## src/rtl/alu_sequencer.sv

```systemverilog
// Valid/ready command sequencer around a combinational 8-bit ALU: operand fetch, execute, AC/E writeback.
// Optional fetch abort on missing mem_ack: define ALU_SEQ_FETCH_TIMEOUT_EN.
module alu_sequencer #(
    parameter int unsigned ADDR_W         = 12,
    parameter int unsigned TIMEOUT_CYCLES = 16
) (
    input  logic              clk,
    input  logic              rst_n,
    input  logic              cmd_valid,
    output logic              cmd_ready,
    input  logic [2:0]        cmd_op,
    input  logic [ADDR_W-1:0] cmd_addr,
    output logic              mem_req,
    output logic [ADDR_W-1:0] mem_addr,
    input  logic              mem_ack,
    input  logic [7:0]        mem_rdata,
    output logic [7:0]        alu_ac,
    output logic [7:0]        alu_dr,
    output logic [2:0]        alu_sel,
    input  logic [7:0]        alu_result,
    input  logic              alu_e,
    output logic [7:0]        ac,
    output logic              e,
    output logic              done,
    output logic              err
);
    typedef enum logic [1:0] {S_IDLE, S_FETCH, S_EXEC, S_DONE} state_t;

    localparam logic [2:0] OP_PASS = 3'b101;
    localparam logic [2:0] OP_CLR  = 3'b111;

    state_t            state_q;
    logic [2:0]        op_q;
    logic [ADDR_W-1:0] mem_addr_q;
    logic              mem_req_q;
    logic              done_q;
    logic [7:0]        ac_q, ac_d;
    logic [7:0]        dr_q;
    logic              e_q, e_d;
    logic              fetch_timeout;

    function automatic logic needs_fetch(input logic [2:0] op);
        return !(op == OP_PASS || op == OP_CLR);
    endfunction

    // Writeback values taken at the closing edge of EXEC
    always_comb begin
        ac_d = alu_result;
        e_d  = e_q;
        if (op_q == OP_CLR) begin
            ac_d = '0;
            e_d  = 1'b0;
        end else if (op_q == 3'b000 || op_q == 3'b001 || op_q == 3'b011) begin
            e_d = alu_e;
        end
    end

`ifdef ALU_SEQ_FETCH_TIMEOUT_EN
    localparam int unsigned TW = (TIMEOUT_CYCLES > 1) ? $clog2(TIMEOUT_CYCLES) : 1;

    logic [TW-1:0] tcnt_q;
    logic          err_q;

    // Limit reached on the last allowed FETCH cycle; a coincident ack still wins
    assign fetch_timeout = (tcnt_q == TW'(TIMEOUT_CYCLES - 1)) && !mem_ack;

    always_ff @(posedge clk or negedge rst_n) begin
        if (!rst_n) begin
            tcnt_q <= '0;
            err_q  <= 1'b0;
        end else begin
            tcnt_q <= (state_q == S_FETCH) ? tcnt_q + 1'b1 : '0;
            err_q  <= (state_q == S_FETCH) && fetch_timeout;
        end
    end

    assign err = err_q;
`else
    assign fetch_timeout = 1'b0;
    assign err           = 1'b0;
`endif

    always_ff @(posedge clk or negedge rst_n) begin
        if (!rst_n) begin
            state_q    <= S_IDLE;
            op_q       <= OP_PASS;
            mem_addr_q <= '0;
            mem_req_q  <= 1'b0;
            done_q     <= 1'b0;
            ac_q       <= '0;
            dr_q       <= '0;
            e_q        <= 1'b0;
        end else begin
            done_q <= 1'b0;
            case (state_q)
                S_IDLE: begin
                    if (cmd_valid) begin
                        op_q       <= cmd_op;
                        mem_addr_q <= cmd_addr;
                        if (needs_fetch(cmd_op)) begin
                            mem_req_q <= 1'b1;
                            state_q   <= S_FETCH;
                        end else begin
                            state_q   <= S_EXEC;
                        end
                    end
                end
                S_FETCH: begin
                    if (mem_ack) begin
                        dr_q      <= mem_rdata;
                        mem_req_q <= 1'b0;
                        state_q   <= S_EXEC;
                    end else if (fetch_timeout) begin
                        mem_req_q <= 1'b0;
                        done_q    <= 1'b1;
                        state_q   <= S_DONE;
                    end
                end
                S_EXEC: begin
                    ac_q    <= ac_d;
                    e_q     <= e_d;
                    done_q  <= 1'b1;
                    state_q <= S_DONE;
                end
                S_DONE:  state_q <= S_IDLE;
                default: state_q <= S_IDLE;
            endcase
        end
    end

    assign cmd_ready = (state_q == S_IDLE);
    assign mem_req   = mem_req_q;
    assign mem_addr  = mem_addr_q;
    assign done      = done_q;
    assign ac        = ac_q;
    assign e         = e_q;
    assign alu_ac    = ac_q;
    assign alu_dr    = dr_q;
    assign alu_sel   = (state_q == S_EXEC && op_q != OP_CLR) ? op_q : OP_PASS;

endmodule
```

## config.mk

```make
export PLATFORM = sky130hd
export DESIGN_NAME = alu_sequencer
export DESIGN_NICKNAME = d
export VERILOG_FILES = /design/src/rtl/alu_sequencer.sv
export SDC_FILE = /design/constraint.sdc
export NUM_CORES = 1
export LEC_CHECK = 0
export BUFFER_PORTS_ARGS = -buffer_cell sky130_fd_sc_hd__buf_2
export CAP_MARGIN = 20
export CORE_ASPECT_RATIO = 0.6
export CORE_UTILIZATION = 48
export DETAILED_ROUTE_END_ITERATION = 8
export GPL_TIMING_DRIVEN = 0
export PLACE_DENSITY = 0.95
export SYNTH_ARGS = -nofsm -noshare
export SYNTH_HDL_FRONTEND = slang
export SYNTH_SLANG_ARGS = --single-unit
export TNS_END_PERCENT = 20
```

## constraint.sdc

```tcl
create_clock -name clk -period 2.5 [get_ports clk]
set_input_delay 0.125 -clock clk [delete_from_list [all_inputs] [get_ports clk]]
set_output_delay 0.125 -clock clk [all_outputs]
set_load 0.02 [all_outputs]
```

[Yosys cells after proc, flatten, opt, wreduce, memory -nomap -nowiden]
Index checks and enable logic that the tools add are counted.
Operators by class
  eq/ne operators: 12
  muxes and demuxes: 13
  reduce and logical (&&, ||, !) cells: 13
Operators with widths (number)
  $eq A3 B3 Y1 const B: 3
  $mux W8: 1
  $pmux W2 S4: 1
  $reduce_and A2 Y1: 4
  $mux W1: 6
  $mux W2: 3
  $ne A2 B2 Y1 const B: 3
  $eq A2 B2 Y1 const B: 2
  $reduce_and A4 Y1: 1
  $reduce_bool A2 Y1: 2
  $eq A3 B1 Y1 const B: 1
  $eq A3 B2 Y1 const B: 1
  $logic_not A3 Y1: 1
  $logic_or A1 B1 Y1: 3
  $mux W3: 1
  $ne A3 B3 Y1 const B: 1
  $eq A2 B1 Y1 const B: 1
  $logic_not A2 Y1: 1
  $pmux W1 S2: 1
  $logic_and A1 B1 Y1: 1
Word-level totals
  register bits: 36
  output and inout port bits: 44
  word-level logic and storage cells: 46

[Logic depth before layout (Yosys ltp)]
  depth in word-level cells: 5
  mapped depth: 5
  gate-level depth less buffers: 5

[Worst setup path before layout]
Ideal clock, no wire load.
  kind: register -> register
  from: reg state_q[0]
  to: reg state_q[1]
  arrival: 1.465 ns
  data required time: 2.375 ns
  setup slack: 0.911 ns
  stages on the path, launching flop included: 6
  path buffers: 0
  period minus slack after synthesis: 1.589 ns
  path through: dfrtp_1 -> inv_1 -> ha_1 -> inv_1 -> o22ai_1 -> mux2_2
Between the ends
  longest elaborated chain between the ends: 3
  elaborated cells on any way between the ends: 8
  those cells by class: eq/ne (5); mux (1); reduce/logical (2)
RTL lines
  from (decl): line 32  | state_t state_q;
  from (signal assigned): line 85  | state_q <= S_IDLE;
  from (signal assigned): line 102  | state_q <= S_FETCH;
  from (signal assigned): line 104  | state_q <= S_EXEC;
  $logic_not A2 Y1 (*)
  named net cmd_ready: line 10  | output logic cmd_ready,
  $ne A2 B2 Y1 (no source line)
  $reduce_and A2 Y1 (no source line)
Mark *: on every way through the listed nets, which the timed path passes. The rest lies on a longest branch.
A chain may end at the register's enable or synchronous reset.

[Worst setup path after layout]
  from: reg state_q[0]
  to: out alu_sel[1]
Between the ends
  longest elaborated chain between the ends: 3
RTL lines
  $eq A2 B2 Y1: line 139  | assign alu_sel = (state_q == S_EXEC && op_q != OP_CLR) ? op_q : OP_PASS;
  $logic_and A1 B1 Y1: line 139
  $mux W3: line 139
  to (decl): line 19  | output logic [2:0] alu_sel,
No other way between the ends.

==> impl_metrics.py <==
metrics = {
    "run_status": {
        "result_of_the_run": "completed",
    },
    "final_layout": {
        "diodes": 0,
        "mostFrequentLayoutCells": "buf_2 (78), dfrtp_1 (34), mux2_2 (14)",
        "num-nets-final": 238,
        "drive_above_1_share": 0.6231,
        "layout.cells.most_common": "buf_2",
        "register_area_um2": 903.4,
        "fill_cells": 225,
        "area_added_between_synthesis_and_finish_pct": 35.11,
        "multiInputGateArea_um2": 584.3,
    },
    "critical_path": {
        "critical_path.max_fanout": 9,
        "critPathRequiredTime_ns": 2.38,
        "setup.worst_path.start": "state_q[0]",
        "crit_path_top_delay_cell": "dfrtp_1",
        "critPathMaxStageDelay_ns": 0.40,
        "critical_path_cell_count": 6,
        "worstSetupEndpointType": "output pin",
        "setup.worst_path.class": "flop to output pin",
        "number_of_buffer_and_inverter_instances_along_the_worst_setup_path": 3,
        "startpoint_type_of_the_worst_setup_path": "flop",
        "critical_path.top_delay_family": "buffers and inverters",
        "critical_path.cell_chain": "inv_1 > ha_1 > inv_2 > a31oi_4 > and2_1 > buf_2",
        "r2r.worst_path.cells": 5,
        "crit_path_dat_ns": 1.91,
        "worstReg2RegStart": "state_q[0]",
    },
    "routing": {
        "detail-route-antenna-nets": 0,
        "drt_first_iter_violations": 28,
        "route.detailed.wl_per_inst_um": 13.28,
        "drc": 0,
        "drt-total-wl_um": 3200,
        "detailroute.via_count": 1159,
        "dr.pass1.iters": 4,
        "avgViaCountPerCell": 4.809,
    },
    "power": {
        "vdd_drop_max_mv": 0.8715,
        "cellPowerDensity_mw_per_mm2": 1481,
        "leakage_nw": 1.145,
    },
    "synth": {
        "synth-edff-count": 0,
        "synth_top_cells_by_area": "dfrtp_1 (53%), mux2_2 (9.9%), mux2_4 (9.4%)",
        "synthesized_instance_count": 112,
        "synthesis.nets": 152,
        "synth_seq_cells": 36,
        "share_of_synthesized_area_spent_on_multiplexers": 0.1991,
        "synthAdderAreaFrac": 0.03135,
        "synth_cell_type_count": 25,
        "synth_compound_gate_area_share": 0.09718,
        "synth_seq_area_share": 0.5658,
        "xor_and_xnor_fraction_of_the_mapped_netlist_area": 0,
        "yosysWarnings": 0,
        "syn-cell-area_mm2": 0.001597,
        "yosysTopAreaCell": "dfrtp_1",
        "async_flop_share": 1.000,
        "synth_simple_gate_area_share": 0.03605,
        "synth_flop_cell": "dfrtp_1",
        "synth_top_family_by_area": "multiplexers",
        "netlist.area_leader.share": 0.5329,
        "syn_avg_cell_area_um2": 14.25,
    },
    "placement": {
        "numPortBuffers": 78,
        "globalplace.congestion": 0.6815,
        "detailed_place_hpwl_um": 2422,
    },
    "timing": {
        "maximum_achievable_frequency_mhz": 490.8,
        "min_period_over_period": 0.8151,
        "post-route-min-period_ns": 2.038,
        "setup_tns_ns": 0,
        "timing.max_slew.rel_slack": 0.4787,
        "rsz_0062_raised_after_global_routing": "no",
        "finalHoldWorstSlack_ns": 0.05621,
        "number_of_endpoints_with_negative_hold_slack_in_the_final_report": 0,
        "final-setup-viol-count": 0,
        "worst_slew_pin_slew_ns": 0.7819,
        "slew_viol_final": 0,
        "finClkSkew_ns": 0.004875,
    },
    "floorplan": {
        "die-height_um": 46.67,
        "initial_core_util": 0.5284,
        "boundaryPins": 80,
        "die_footprint_mm2": 0.003568,
        "rows": 15,
        "fp.coreArea_mm2": 0.003022,
        "die_w_um": 76.46,
    },
    "cts": {
        "post_cts.resized_instances": 0,
        "buffer_depth_of_the_longest_clock_path": 2,
        "master_cell_of_the_clock_root_buffer": "clkbuf_8",
        "tritoncts": "done",
        "tritoncts.num_buffers": 5,
        "cts_htree_levels": 2,
        "clk-insertion-delay-late_ns": 0.28,
        "clk_transition_reported_paths_ns": 0.07,
        "clock-sinks": 36,
    },
    "hold_path": {
        "worst_hold_path_type": "input pin to flop",
        "hold_path_depth": 2,
        "hp-start": "alu_result[1]",
    },
    "global_routing": {
        "grt.overflow.total": 0,
        "grt_pass1_wl_um": 5078,
        "global_route.usage.total": 0.1991,
        "antenna_found_initial": 0,
        "vias_in_the_first_global_route": 1090,
        "grt_start_max_net_pins": 37,
    },
    "run": {
        "drv.max_cap_violation_count": 0,
    },
}
[worst paths after layout]
check | endpoint | slack (ns)
max in group asynchronous | mem_addr[10] | 1.54
min in group asynchronous | mem_addr[11] | 0.47
setup reg to reg | state_q[1] | 0.84
hold reg to reg | alu_dr[6] | 0.50
hold / removal | ac[1] | 0.06
setup / recovery | alu_sel[1] | 0.46
[synth_stat cells, types with 2 or more instances]
cell,instances
buf_4,9
ha_1,4
o21ai_0,5
dfstp_2,2
dfrtp_1,34
mux2_2,14
mux2_4,10
nand2b_1,2
a22o_1,8
nand2_1,4
inv_1,6
[kinds of logic (layout without fill, tap and decap cells)]
family                     after synthesis  count (layout)
AOI/OAI and AO/OA                       19              19
adders and majority gates                4               4
buffers and inverters                   17             104
DFF                                     36              36
muxes                                   25              25
other                                    1               1
and+or+nand+nor                         10              10
[what timing repair did]
action,in CTS,in global routing
hold buffers,1,0
endpoints found under the hold margin,34,0
setup buffers,0,0
[per-stage QoR]
step | cell area (um2) | worst slack [ns] | instances | utilization | total power, mW
after global routing | 2157 | 0.3227 | 241 | 0.7139 | 3.391
after CTS | 2157 | 0.4415 | 241 | 0.7139 | 3.228
after floorplan | 1597 | 0.9107 | 112 | - | 2.217
final | 2157 | 0.4623 | 241 | 0.7139 | 3.195
after global placement | 2039 | 0.7946 | 232 | 0.6749 | 2.669
after detailed placement | 2039 | 0.7592 | 232 | 0.6749 | 2.724
[cell type report]
cell class              instances  area share
repair buffers                 79      0.1856
inverters                       7     0.01218
clock buffers                   6     0.03364
plain buffers                  10     0.03828
flip-flops and latches         36      0.4188
multi-input cells              59      0.2709
clock inverters                 2     0.01624
well taps                      42     0.02436
[power by group]
group | internal (mW) | leakage [nW] | switching, mW
Clock | 0.296 | 0.0552 | 0.199
Sequential | 0.891 | 0.427 | 0.195
Combinational | 0.746 | 0.662 | 0.868
[layer usage]
| layer | wire (um) | share of wire | GRT usage | vias up |
|---|---|---|---|---|
| li1 | - | - | - | 551 |
| met1 | 1528 | 0.48 | 0.2516 | 545 |
| met2 | 1392 | 0.44 | 0.3171 | 59 |
| met3 | 249 | 0.078 | 0.07525 | 4 |
| met4 | 29 | 0.0091 | 0.08077 | 0 |
| met5 | 0 | 0 | 0 | - |
[state kept, by name, indices dropped and copies added, names as in the netlist]
signal,count
state_q,2
mem_req,1
op_q,3
done,1
alu_dr,8
ac,8
mem_addr,12
e,1
Note: power is estimated with default switching activity, not from simulation.
